**src/rtl/asip_pkg.sv**
```systemverilog
// Shared types for the fetch front end: instruction classes, word width and fetch FSM states.
package asip_pkg;

    localparam int INSTR_W = 32;

    typedef enum logic [1:0] {
        INSTR_R = 2'b00,
        INSTR_I = 2'b01,
        INSTR_J = 2'b10,
        INSTR_V = 2'b11
    } instr_class_e;

    typedef enum logic [1:0] {
        IDLE  = 2'b00,
        FETCH = 2'b01,
        HOLD  = 2'b10,
        FLUSH = 2'b11
    } fetch_state_e;

    // The two top opcode bits select the instruction class.
    function automatic instr_class_e instr_class(input logic [INSTR_W-1:0] word);
        return instr_class_e'(word[INSTR_W-1:INSTR_W-2]);
    endfunction

endpackage

```
**src/rtl/fetch_pc_gen.sv**
```systemverilog
// Combinational next-PC selection: reset vector, branch redirect, jump target, sequential +4, or hold.
module fetch_pc_gen
    import asip_pkg::*;
#(
    parameter int              PC_W     = 32,
    parameter logic [PC_W-1:0] RESET_PC = {PC_W{1'b0}}
) (
    input  logic            rst,
    input  logic            br_taken,
    input  logic [PC_W-1:0] br_target,
    input  logic            capture,
    input  logic            jump,
    input  logic [26:0]     jump_field,
    input  logic [PC_W-1:0] pc,
    output logic [PC_W-1:0] pc_next
);

    localparam logic [PC_W-1:0] PC_STEP = PC_W'(32'd4);

    // Priority mux; the sequential add wraps naturally at 2^PC_W.
    always_comb begin
        pc_next = pc;
        if (rst) begin
            pc_next = RESET_PC;
        end else if (br_taken) begin
            pc_next = {br_target[PC_W-1:2], 2'b00};
        end else if (capture && jump) begin
            pc_next = {pc[PC_W-1:29], jump_field, 2'b00};
        end else if (capture) begin
            pc_next = pc + PC_STEP;
        end else begin
            pc_next = pc;
        end
    end

endmodule

```
**src/rtl/fetch_ctrl.sv**
```systemverilog
// Instruction fetch controller: FSM, PC and decode-register outputs.
// Optional jump predecode on captured J-type words is enabled by macro FETCH_JUMP_PREDECODE_EN.
module fetch_ctrl
    import asip_pkg::*;
#(
    parameter int              PC_W     = 32,
    parameter logic [PC_W-1:0] RESET_PC = {PC_W{1'b0}}
) (
    input  logic               clk,
    input  logic               rst,
    output logic               imem_req,
    output logic [PC_W-1:0]    imem_addr,
    input  logic               imem_ready,
    input  logic [INSTR_W-1:0] imem_rdata,
    input  logic               stall,
    input  logic               br_taken,
    input  logic [PC_W-1:0]    br_target,
    output logic [INSTR_W-1:0] instr_out,
    output logic               instr_valid,
    output logic [PC_W-1:0]    pc_out
);

    fetch_state_e       state_r;
    fetch_state_e       state_next_s;
    logic [PC_W-1:0]    pc_r;
    logic [PC_W-1:0]    pc_next_s;
    logic [INSTR_W-1:0] instr_out_r;
    logic [PC_W-1:0]    pc_out_r;
    logic               instr_valid_r;
    logic               fetch_en_s;
    logic               capture_s;
    logic               jump_s;

    // A held valid instruction blocks new requests so nothing returned can be lost.
    assign fetch_en_s = (state_r == FETCH) && !(stall && instr_valid_r) && !rst;
    assign capture_s  = fetch_en_s && imem_ready && !br_taken;

`ifdef FETCH_JUMP_PREDECODE_EN
    assign jump_s = (instr_class(imem_rdata) == INSTR_J);
`else
    assign jump_s = 1'b0;
`endif

    fetch_pc_gen #(
        .PC_W     (PC_W),
        .RESET_PC (RESET_PC)
    ) u_pc_gen (
        .rst        (rst),
        .br_taken   (br_taken),
        .br_target  (br_target),
        .capture    (capture_s),
        .jump       (jump_s),
        .jump_field (imem_rdata[26:0]),
        .pc         (pc_r),
        .pc_next    (pc_next_s)
    );

    // Next-state logic; a redirect overrides every state.
    always_comb begin
        state_next_s = state_r;
        if (br_taken) begin
            state_next_s = FLUSH;
        end else begin
            case (state_r)
                IDLE:    state_next_s = FETCH;
                FETCH:   state_next_s = (stall && instr_valid_r) ? HOLD : FETCH;
                HOLD:    state_next_s = stall ? HOLD : FETCH;
                FLUSH:   state_next_s = FETCH;
                default: state_next_s = IDLE;
            endcase
        end
    end

    // State, PC and decode-register update.
    always_ff @(posedge clk) begin
        pc_r <= pc_next_s;
        if (rst) begin
            state_r       <= IDLE;
            instr_out_r   <= {INSTR_W{1'b0}};
            pc_out_r      <= {PC_W{1'b0}};
            instr_valid_r <= 1'b0;
        end else begin
            state_r <= state_next_s;
            if (br_taken) begin
                instr_valid_r <= 1'b0;
            end else if (capture_s) begin
                instr_out_r   <= imem_rdata;
                pc_out_r      <= pc_r;
                instr_valid_r <= 1'b1;
            end else begin
                instr_valid_r <= instr_valid_r;
            end
        end
    end

    assign imem_req    = fetch_en_s;
    assign imem_addr   = pc_r;
    assign instr_out   = instr_out_r;
    assign pc_out      = pc_out_r;
    assign instr_valid = instr_valid_r;

endmodule

```
**config.mk**
```make
export PLATFORM = sky130hd
export DESIGN_NAME = fetch_ctrl
export DESIGN_NICKNAME = d
export VERILOG_FILES = /design/src/rtl/asip_pkg.sv /design/src/rtl/fetch_pc_gen.sv /design/src/rtl/fetch_ctrl.sv
export SDC_FILE = /design/constraint.sdc
export NUM_CORES = 1
export LEC_CHECK = 0
export ABC_AREA = 1
export BUFFER_PORTS_ARGS = -buffer_cell sky130_fd_sc_hd__buf_2
export CAP_MARGIN = 20
export CORE_MARGIN = 2
export CORE_UTILIZATION = 45
export CTS_CLUSTER_SIZE = 28
export DETAILED_ROUTE_END_ITERATION = 10
export PLACE_DENSITY_LB_ADDON = 0.2
export SETUP_SLACK_MARGIN = 0.1
export SLEW_MARGIN = 20
export SYNTH_ARGS = -nofsm -noshare
export SYNTH_HDL_FRONTEND = slang
export SYNTH_SLANG_ARGS = --single-unit
export TNS_END_PERCENT = 30
```
**constraint.sdc**
```tcl
create_clock -name clk -period 1.6 [get_ports clk]
set_clock_uncertainty 0.15 [all_clocks]
set_input_delay 0.16 -clock clk [delete_from_list [all_inputs] [get_ports clk]]
set_output_delay 0.16 -clock clk [all_outputs]
set_load 0.01 [all_outputs]
```
Word level (Yosys, flattened, before mapping)
Cells that the tools add are included.

word-level totals
  output and inout bits = 98
  ROM bits = 0
  memories kept = 0
  input bits = 69
  bits in latches = 0
  memory bits (writable) = 0
  register bits = 99
  logic and storage cells = 30

cells by class
  add/subtract/negate cells = 1
  eq/ne operators = 3
  bitwise operators = 1
  $mul = 0
  magnitude comparators = 0
  multiplexer cells = 6
  div/mod/pow operators = 0
  shift-type cells = 0
  reduce and logical (&&, ||, !) cells = 13

operator list
  kind                                                             number
  32-bit two-way mux                                               2
  32-bit by 3-bit adder with 32-bit output, second input constant  1
  2-bit two-way mux                                                3
  2-bit one-hot mux with 3 select lines                            1
  1-bit logical AND                                                5
  2-bit == test, second input constant                             2
  2-bit OR reduction                                               2
  1-bit zero test                                                  3
  2-bit by 1-bit == test with 1-bit output, second input constant  1
  2-bit zero test                                                  1
  2-bit AND reduction                                              1
  2-bit nonzero test                                               1
  1-bit inverter                                                   1

Logic depth before layout (Yosys ltp)
Gate-level depths: netlist (run 1).

  depth after elaboration = 8
  depth in mapped cells = 13
  mapped depth without buffers = 13

Cells and area by module
A second synthesis (run 1) with hierarchy kept.

second synthesis, totals
  cells, all modules = 829
  area total of the unflattened synthesis = 5365.1 µm²

by module, submodules not included
  module        cells each  area an instance (µm²)  instances  sequential area each (µm²)
  fetch_ctrl    473         3597.2                  1          1981.9
  fetch_pc_gen  356         1767.9                  1          0.0

Worst setup path after synthesis (run 1)
No wires, ideal clock.

  path type = register to register
  start = reg state_r[1]
  end = reg pc_r[6] (netlist: imem_addr[6])
  data required time = 1.322 ns
  cell stages (with the launch flop) = 11
  clock period less this slack = 1.682 ns
  buffers on the path = 1
  data arrival time = 1.404 ns
  setup time = 0.128 ns
  slack = -0.082 ns
  cell sequence = dfxtp_1 -> inv_1 -> ha_1 -> inv_1 -> nor3_4 -> nand2_2 -> nand2_2 -> buf_2 -> o21ai_0 -> a21oi_1 -> nor2_1

between the ends
  cells in the longest elaborated chain, start to end = 6

RTL lines
  item                                      RTL line          source
  from (decl)                               fetch_ctrl.sv:23  fetch_state_e state_r;
  from (signal assigned)                    fetch_ctrl.sv:83  state_r <= state_next_s;
  2-bit by 1-bit == test with 1-bit output  fetch_ctrl.sv:35  assign fetch_en_s = (state_r == FETCH) && !(stall && instr_valid_r) && !rst;
  1-bit logical AND (2 in series)           fetch_ctrl.sv:35
  net imem_req                              fetch_ctrl.sv:11  output logic imem_req,
  1-bit logical AND (2 in series)           fetch_ctrl.sv:36  assign capture_s = fetch_en_s && imem_ready && !br_taken;
  2-bit nonzero test (no source line)       --
  to (signal assigned)                      fetch_ctrl.sv:76  pc_r <= pc_next_s;
  to (decl)                                 fetch_ctrl.sv:25  logic [PC_W-1:0] pc_r;

The timed path passes the listed nets, and every way through them passes these cells.
A chain may end at the register's enable or synchronous reset.

Worst setup path after layout (run 1)
  start = reg state_r[1]
  end = reg instr_out_r[6] (netlist: instr_out[6])

between the ends
  cells in the longest elaborated chain, start to end = 6

RTL lines
  item                                      RTL line          source
  2-bit by 1-bit == test with 1-bit output  fetch_ctrl.sv:35
  1-bit logical AND (2 in series)           fetch_ctrl.sv:35
  1-bit logical AND (2 in series)           fetch_ctrl.sv:36
  2-bit AND reduction (no source line)      --
  to (signal assigned)                      fetch_ctrl.sv:79  instr_out_r <= {INSTR_W{1'b0}};
  to (signal assigned)                      fetch_ctrl.sv:87  instr_out_r <= imem_rdata;
  to (decl)                                 fetch_ctrl.sv:27  logic [INSTR_W-1:0] instr_out_r;

Every way passes these cells.

==> run_results.csv, run 1 <==
group,metric,value,unit
place,dp_slack,-0.0766,ns
place,dpl-instance-area,0.00574,sq mm
routing,detail_route.wl_per_cell,14.4,um
pwr,ir_drop,416,uV
finish,final_nets,978,
yosys,syn-instance-count,648,
yosys,yosys.area.top_type,"dfxtp_1",
yosys,syn_avg_cell_area,6.88,sq um
die,io_pins,167,
flow_run,maxCapViolCount,0,
clock_network,path_clk_slew,0.09,ns
pwr,p_comb_frac,0.153,
grt,grt_max_degree,41,
place,hpwlAfterDp,9430,um
clock_network,clock_sinks,95,
die,fp.dieW,104,um
clock_network,htree_levels,3,
grt,grt_util_met3,0.0365,
timing,rsz0062_at_grt,"true",
grt,antenna_found_initial,0,
timing,fin_ws,-0.0764,ns
timing,slew_violations,0,
grt,grt.met2_usage,0.491,
finish,diodes,0,
status,status,"finished with violations",
clock_network,insertion_delay,0.37,ns
critical_path,required,1.74,ns
timing,timing.final.crit_share,1.05,
die,start_util,0.460,
timing,finalSetupViolCount,37,
critical_path,crit_type,"flop to flop",
yosys,synthTopCellsByArea,"dfxtp_1, nand2_1, a21oi_1",
grt,grt_util_all_layers,0.274,
pwr,p_sw_frac,0.253,
pwr,p_sw,0.00139,W
yosys,ys_seq_elements,95,
finish,utilization,0.727,
grt,grt.busiest_layer,"met2",
die,die_h,104,um
die,die_area,0.0107,sq mm
min_path,hold_path.class,"input pin to flop",
yosys,yosysSeqAreaShare,0.427,
clock_network,cts_tree,"yes",
grt,grt_pass1_wl,24000,um
routing,routed_wl,15000,um
pwr,p_leak,3.24,nW
place,globalplace.congestion,0.861,
status,violations,"negative setup slack",
pwr,power.share.sequential,0.459,
finish,num-fill-cells,755,
timing,holdWs,0.00883,ns
critical_path,cp.arrival,1.82,ns
yosys,ys_types,37,
yosys,syn_area,0.00446,sq mm
pwr,internal_power,0.00410,W
critical_path,crit_fanout,24,
critical_path,startpoint_type,"flop",
routing,num_vias,5216,
finish,final_area,0.00704,sq mm
routing,viasPerCell,5.00,
die,coreArea,0.00968,sq mm
place,portBuffers,160,
clock_network,ctsLongestPathBuffers,2,
routing,drc,0,
yosys,yosys_warnings,0,
pwr,total_power,0.00549,W
pwr,p_per_area,780,mW/mm^2
timing,max_freq,0.597,GHz
timing,post-route-min-period,1.68,ns
routing,dr.first_iter.drc_count,428,
grt,grt_pass1_vias,5041,
clock_network,numCtsBuffers,9,
critical_path,endpoint_kind,"flop",
clock_network,cts-root-buf,"clkbuf_8",
finish,drive_gt1_frac,0.375,
timing,hold_viol,0,
grt,grt_overflow_total,0,
finish,area.growth.synth_to_final,57.9,%
grt,grtUsageMet1,0.332,
routing,drtPass1Iterations,6,
die,num_rows,36,
routing,final_antenna_net_count,0,
yosys,yosysTopAreaCellShare,0.427,
pwr,clkPwrFrac,0.389,
[worst paths after layout]
path,from,endpoint,slack (ns),depth (start not counted)
hold / removal,br_target[30],imem_addr[30],0.009,6
setup / recovery,state_r[1],instr_out[6],-0.08,10
hold reg to reg,pc_out[14],pc_out[14],0.31,2
setup reg to reg,state_r[1],instr_out[6],-0.08,10
[synthesized netlist by cell type, drive strengths merged]
master and number:
nand2 205, dfxtp 95, a21oi 76, nor2 72, inv 52, nand3 32
o21ai 32, buf 26, clkbuf 10, xor2 9, nor3 8, nand3b 6
a31oi 5, ha 4, nand4 3, o21a 3, o31ai 2, a21boi 1
and2 1, and3 1, conb 1, nor3b 1, o211a 1, o21bai 1
xnor2 1
[per-stage QoR]
step | TNS, ns | cells
6_report | -1.38 | 1043
5_1_grt | -8.21 | 1043
4_1_cts | -3.30 | 1044
3_5_place_dp | -1.72 | 964
3_3_place_gp | -0.155 | 964
2_1_floorplan | 0 | 651
[state kept, by name (all words and copies together) (netlist names)]
| name | count |
|---|---|
| pc_out | 30 |
| state_r | 2 |
| instr_out | 32 |
| instr_valid | 1 |
| imem_addr | 30 |
[kinds of logic after synthesis]
family | after synthesis | synth area share
simple gates | 329 | 0.311
xor+xnor | 10 | 0.0197
compound gates | 121 | 0.142
fa+ha+maj | 4 | 0.0112
buf+inv | 88 | 0.0882
flops | 95 | 0.427
other cells | 1 | 0.000841
[layout make-up]
cell class	instances	area, sq um	share of cell area
multi-input combinational	468	2490	0.354
timing repair buffer	279	1970	0.280
sequential	95	1920	0.273
inverter	52	205	0.0292
tap	133	166	0.0236
clock buffer	10	138	0.0196
clock inverter	6	138	0.0196
[cell usage in the layout, fill, tap and decap left out, types with 14 or more instances in the layout]
master | Yosys | routed
nand2_2 | 3 | 17
o21ai_0 | 29 | 21
dlygate4sd3_1 | 0 | 52
a21oi_2 | 0 | 16
nor2_2 | 5 | 14
buf_4 | 8 | 50
nor2_4 | 2 | 14
nand3_1 | 31 | 27
nand2_1 | 202 | 186
a21oi_1 | 76 | 60
nor2_1 | 65 | 44
dfxtp_1 | 95 | 84
buf_2 | 14 | 160
inv_1 | 46 | 44
[power groups by stage]
stage,logic (W),registers (W),clock network [W]
after global routing,0.000914,0.00253,0.00225
after global placement,0.000639,0.00256,0
final,0.000838,0.00252,0.00214
after detailed placement,0.000652,0.00256,0
after CTS,0.000809,0.00251,0.00217
after floorplan,0.000298,0.00261,0
[critical path, stage by stage (launching register included)]
cell and delay, ns:
dfxtp_2 0.33, inv_2 0.07, ha_4 0.15, inv_4 0.04, nor2_4 0.10, nand4_4 0.15, clkinv_4 0.13, buf_6 0.12
buf_12 0.15, nand2_1 0.08, a21oi_1 0.13
[routing by layer]
layer | share of wire | routed length [um] | vias to the layer above
li1 | - | - | 2571
met1 | 0.41 | 6110 | 2377
met2 | 0.49 | 7430 | 238
met3 | 0.073 | 1090 | 30
met4 | 0.026 | 390 | 0
met5 | 0 | 0 | -
[repair_timing]
action                     4_1_cts  5_1_grt
gates resized for setup         49       65
cloned                           4        0
setup endpoints to repair       93       93
pin swaps                       11       15
setup buffers                    8        2
hold buffers                    52        0
hold endpoints to repair        52        0
Note: power is estimated with default switching activity, not from simulation.
==> inputs of run 2 (changes only) <==
Settings changed: CORE_UTILIZATION 45 to 46, CTS_BUF_LIST set to sky130_fd_sc_hd__clkbuf_8.
==> run 2 against run 1 <==
Against the previous run:
- the run ends with negative hold slack, negative setup slack left
- clock power shrank 27%
- maximum frequency shrank 0.78%
- largest power group unchanged
- clock-buffer cell count shrank 1
- critical path depth is the same
- combinational power is essentially flat
- worst setup slack lost 0.013 ns
- final cell count shrank 0.38%
- global-route usage grew 0.36 points
- sequential cell count is the same
- total power shrank 10%
- register-to-register slack is essentially flat
==> run_results.csv, run 2 (same netlist as run 1, synthesis figures left out) <==
group,metric,value,unit
clock_network,cts_tree,"yes",
critical_path,required,1.71,ns
clock_network,ctsLongestPathBuffers,2,
timing,finalSetupViolCount,74,
die,io_pins,167,
routing,detail_route.wl_per_cell,14.6,um
die,die_h,102,um
min_path,hold_path.class,"input pin to flop",
clock_network,numCtsBuffers,9,
clock_network,path_clk_slew,0.10,ns
finish,final_common_cell,"nand2_1",
routing,viasPerCell,5.10,
timing,holdWs,-0.00121,ns
finish,num-fill-cells,710,
timing,hold_viol,1,
place,hpwlAfterDp,9560,um
finish,ff_latch_area,0.00192,sq mm
grt,grt_max_degree,36,
routing,drtPass1Iterations,5,
clock_network,htree_levels,3,
grt,antenna_found_initial,0,
timing,fin_ws,-0.0896,ns
place,portBuffers,160,
pwr,p_leak,3.21,nW
finish,drive_gt1_frac,0.342,
place,dp.cells,961,
timing,rsz0062_at_grt,"true",
clock_network,clock_sinks,95,
routing,wl_met2,7380,um
finish,largest_reg_flops,32,
critical_path,crit_type,"flop to flop",
grt,grt_overflow_total,0,
grt,grt_util_all_layers,0.277,
critical_path,crit_fanout,8,
finish,area.growth.synth_to_final,55.1,%
critical_path,cp.arrival,1.80,ns
die,fp.dieW,102,um
routing,route.met3.wl,1050,um
timing,post-route-min-period,1.69,ns
status,status,"finished with violations",
flow_run,maxCapViolCount,0,
routing,routed_wl,15100,um
pwr,p_per_area,712,mW/mm^2
clock_network,insertion_delay,0.37,ns
routing,highest_layer,"met4",
die,num_rows,35,
critical_path,cp_cell_sequence,"inv_2, ha_4, inv_4, nor3_4, nand2_2, nand2_2, buf_6, o21ai_1, a21oi_1, nor2_1",
finish,utilization,0.741,
routing,final_antenna_net_count,0,
finish,final_cell_mix,"nand2_1, buf_2, dfxtp_1",
critical_path,cp_common_cell,"nand2_2",
finish,diodes,0,
die,start_util,0.478,
finish,multi_input_area,0.00236,sq mm
critical_path,slowest_delay,0.34,ns
status,violations,"negative hold slack, negative setup slack",
grt,grt_pass1_vias,4948,
place,globalplace.congestion,0.895,
timing,slew_violations,0,
pwr,ir_drop,444,uV
critical_path,startpoint_type,"flop",
die,die_area,0.0105,sq mm
routing,wl_met1,6320,um
critical_path,endpoint_kind,"flop",
finish,layoutNonFillerInstCount,1039,
finish,final_nets,978,
timing,timing.final.crit_share,1.06,
die,coreArea,0.00933,sq mm
routing,num_vias,5301,
grt,grt_pass1_wl,23000,um
routing,dr.first_iter.drc_count,440,
timing,max_freq,0.592,GHz
routing,drc,0,
critical_path,critPathSlowestCell,"dfxtp_2",
clock_network,cts-root-buf,"clkbuf_8",
run 2: cell count changes in the layout (fill, tap and decap cells not counted), moves of 5 or more:
| cell | change |
|---|---|
| a21oi_1 | +14 |
| a21oi_2 | -14 |
| buf_6 | -5 |
| nand2_1 | +10 |
| nand2_2 | -8 |
| nor2_1 | +7 |
| o21ai_0 | -11 |
| o21ai_1 | +8 |
run 2: critical path: cells and delay by family, from the launching register on:
kind	cells	cell delay [ns]
AO/OA/AOI/OAI	2	0.21
flip-flops	1	0.34
buffers and inverters	3	0.27
AND/OR/NAND/NOR	4	0.47
adder cells (fa/ha/maj)	1	0.13
run 2: area by class of cell:
cell class | count | area share
clock buffers | 9 | 0.0179
well taps | 129 | 0.0234
multi-input cells | 468 | 0.341
repair buffers | 278 | 0.296
repair inverters | 1 | 0.00235
clock inverters | 7 | 0.00923
inverters | 52 | 0.0328
flip-flops and latches | 95 | 0.277
run 2: routing by layer:
metal,vias to the layer above,global-route usage
met3,40,0.0445
met2,232,0.478
met1,2456,0.346
met5,-,0
li1,2573,-
met4,0,0.111
run 2: final timing paths:
check	startpoint	to	slack, ns	cells past startpoint
hold reg to reg	instr_out[5]	instr_out[5]	0.32	2
hold / removal	br_target[8]	imem_addr[8]	-0.001	5
setup reg to reg	state_r[1]	imem_addr[8]	-0.09	10
setup / recovery	state_r[1]	imem_addr[8]	-0.09	10
run 2: stage by stage:
stage,setup slack (ns),area (sq um),hold WS (ns),TNS [ns],power (W)
floorplan,0.0140,4510,0.153,0,0.00290
global placement,-0.0638,5730,0.259,-2.58,0.00320
detailed placement,-0.105,5730,0.265,-4.02,0.00322
CTS,-0.0584,6680,0.00243,-0.999,0.00489
global route,-0.177,6910,0.0327,-9.07,0.00513
finish,-0.0896,6910,-0.00121,-2.64,0.00492
run 2: report_power, final:
| part | switching, W | internal [W] |
|---|---|---|
| logic | 0.000425 | 0.000411 |
| registers | 0.0000760 | 0.00245 |
| clock network | 0.000966 | 0.000599 |
run 2: timing repair:
| item | CTS | global route |
|---|---|---|
| gates resized for setup | 48 | 43 |
| cloned | 3 | 4 |
| setup buffers | 2 | 2 |
| endpoints found under the setup margin | 93 | 93 |
| hold endpoints to repair | 51 | 0 |
| hold buffers | 51 | 0 |
| pin swaps | 4 | 5 |
==> inputs of run 3 (changes only) <==
Settings changed: CORE_UTILIZATION 46 to 45, CTS_BUF_LIST sky130_fd_sc_hd__clkbuf_8 to sky130_fd_sc_hd__clkbuf_16.
==> run 3 against run 2 <==
Against the previous run:
- the flow finishes with violations (negative setup slack)
- global-route usage shrank 1.1 points
- sequential share of layout area down 0.73 points
- utilization is 0.57 points lower
- critical path type unchanged
- worst hold slack gained 0.0093 ns
- combinational power about the same
==> run_results.csv, run 3 (same netlist as run 1, synthesis figures left out) <==
group,metric,value,unit
timing,timing.final.crit_share,1.06,
pwr,power.share.sequential,0.422,
place,hpwlAfterDp,9430,um
routing,detail_route.wl_per_cell,14.6,um
timing,slew_violations,0,
die,die_h,104,um
pwr,clkPwrFrac,0.439,
flow_run,maxCapViolCount,0,
timing,finalSetupTns,-0.662,ns
clock_network,htree_levels,3,
grt,antenna_found_initial,0,
finish,final_cell_mix,"nand2_1, buf_2, dfxtp_1",
finish,diodes,0,
clock_network,ctsLongestPathBuffers,2,
pwr,p_leak,3.31,nW
timing,post-route-min-period,1.70,ns
pwr,p_sw_frac,0.241,
pwr,p_sw,0.00144,W
pwr,p_comb_frac,0.140,
finish,drive_gt1_frac,0.373,
critical_path,endpoint_kind,"flop",
critical_path,required,1.67,ns
grt,grt_overflow_total,0,
pwr,p_per_area,840,mW/mm^2
timing,hold_viol,0,
critical_path,crit_path_start,"state_r[1]",
critical_path,worstReg2RegStart,"state_r[1]",
die,die_area,0.0107,sq mm
routing,routed_wl,15200,um
grt,grt_util_all_layers,0.266,
clock_network,insertion_delay,0.34,ns
critical_path,cp.arrival,1.77,ns
critical_path,startpoint_type,"flop",
status,status,"finished with violations",
critical_path,crit_fanout,21,
routing,num_vias,5255,
clock_network,path_clk_slew,0.07,ns
grt,grt_max_degree,41,
timing,rsz0062_at_grt,"true",
finish,final_nets,974,
grt,grt_pass1_vias,4988,
finish,area.growth.synth_to_final,59.8,%
finish,multi_input_area,0.00248,sq mm
timing,fin_ws,-0.104,ns
routing,drtPass1Iterations,5,
clock_network,numCtsBuffers,9,
finish,num-fill-cells,703,
die,fp.dieW,104,um
pwr,total_power,0.00598,W
timing,max_freq,0.587,GHz
routing,drc,0,
place,portBuffers,160,
pwr,internal_power,0.00454,W
finish,final_common_cell,"nand2_1",
place,globalplace.congestion,0.861,
timing,holdWs,0.00809,ns
die,coreArea,0.00968,sq mm
critical_path,crit_type,"flop to flop",
routing,dr.first_iter.drc_count,369,
die,num_rows,36,
die,start_util,0.460,
routing,viasPerCell,5.06,
grt,grt_pass1_wl,23400,um
min_path,min-delay-start,"br_target[17]",
timing,finalSetupViolCount,26,
finish,ff_latch_area,0.00192,sq mm
die,io_pins,167,
min_path,hold_path.class,"input pin to flop",
clock_network,clock_sinks,95,
clock_network,cts-root-buf,"clkbuf_16",
finish,layoutNonFillerInstCount,1039,
finish,largest_reg_flops,32,
status,violations,"negative setup slack",
routing,final_antenna_net_count,0,
pwr,ir_drop,457,uV
place,dp.cells,964,
clock_network,cts_tree,"yes",
## run 3: changes by cell type in the layout (fill, tap and decap cells not counted), moves of 5 or more
cell       previous run  this run
a21oi_1              74        61
a21oi_2               2        15
buf_4                49        54
clkbuf_16             3        11
clkbuf_8              9         0
nand2_1             196       186
nand2_2               9        15
o21ai_0              10        19
o21ai_1              18        12
## run 3: layout make-up
class | count | area share
timing repair buffer | 275 | 0.278
tap | 133 | 0.0234
sequential | 95 | 0.270
clock buffer | 9 | 0.0316
multi-input combinational | 468 | 0.348
inverter | 52 | 0.0288
clock inverter | 7 | 0.0199
## run 3: worst paths after layout
check | endpoint | slack (ns) | cells past startpoint
min | imem_addr[17] | 0.008 | 5
max | pc_out[6] | -0.10 | 9
min reg2reg | pc_out[14] | 0.31 | 2
max reg2reg | pc_out[6] | -0.10 | 9
## run 3: power groups by stage
| stage | combinational (W) | sequential [W] | clock [W] |
|---|---|---|---|
| after detailed placement | 0.000652 | 0.00256 | 0 |
| after global routing | 0.000908 | 0.00253 | 0.00275 |
| after CTS | 0.000779 | 0.00251 | 0.00266 |
| final | 0.000835 | 0.00252 | 0.00263 |
| after global placement | 0.000639 | 0.00256 | 0 |
| after floorplan | 0.000298 | 0.00261 | 0 |
## run 3: per-layer routing
layer	up-vias	GRT usage	wire, um
met1	2395	0.320	6140
met3	41	0.0365	1020
li1	2564	-	-
met5	-	0	0
met4	0	0.125	501
met2	255	0.468	7510
## run 3: repair_timing
item / in CTS / in global routing
cloned: 2 / 3
gates resized for setup: 35 / 75
buffers inserted: 3 / 4
endpoints found under the hold margin: 46 / 0
hold buffers: 47 / 0
endpoints found under the setup margin: 93 / 93
pin swaps: 4 / 16
## run 3: metrics by stage
stage	setup WS, ns	instance area (sq um)	utilization
4_1_cts	-0.0464	6800	0.702
3_3_place_gp	-0.0640	5740	0.593
2_1_floorplan	0.0140	4510	-
3_5_place_dp	-0.0766	5740	0.593
5_1_grt	-0.147	7120	0.735
6_report	-0.104	7120	0.735
## run 3: worst max-delay path: stages (launching register included)
cell	delay, ns
dfxtp_2	0.33
inv_2	0.05
ha_4	0.16
inv_4	0.07
nor2_4	0.04
nand4_4	0.11
clkinv_4	0.12
buf_12	0.17
o21ai_0	0.28
a21oi_1	0.08
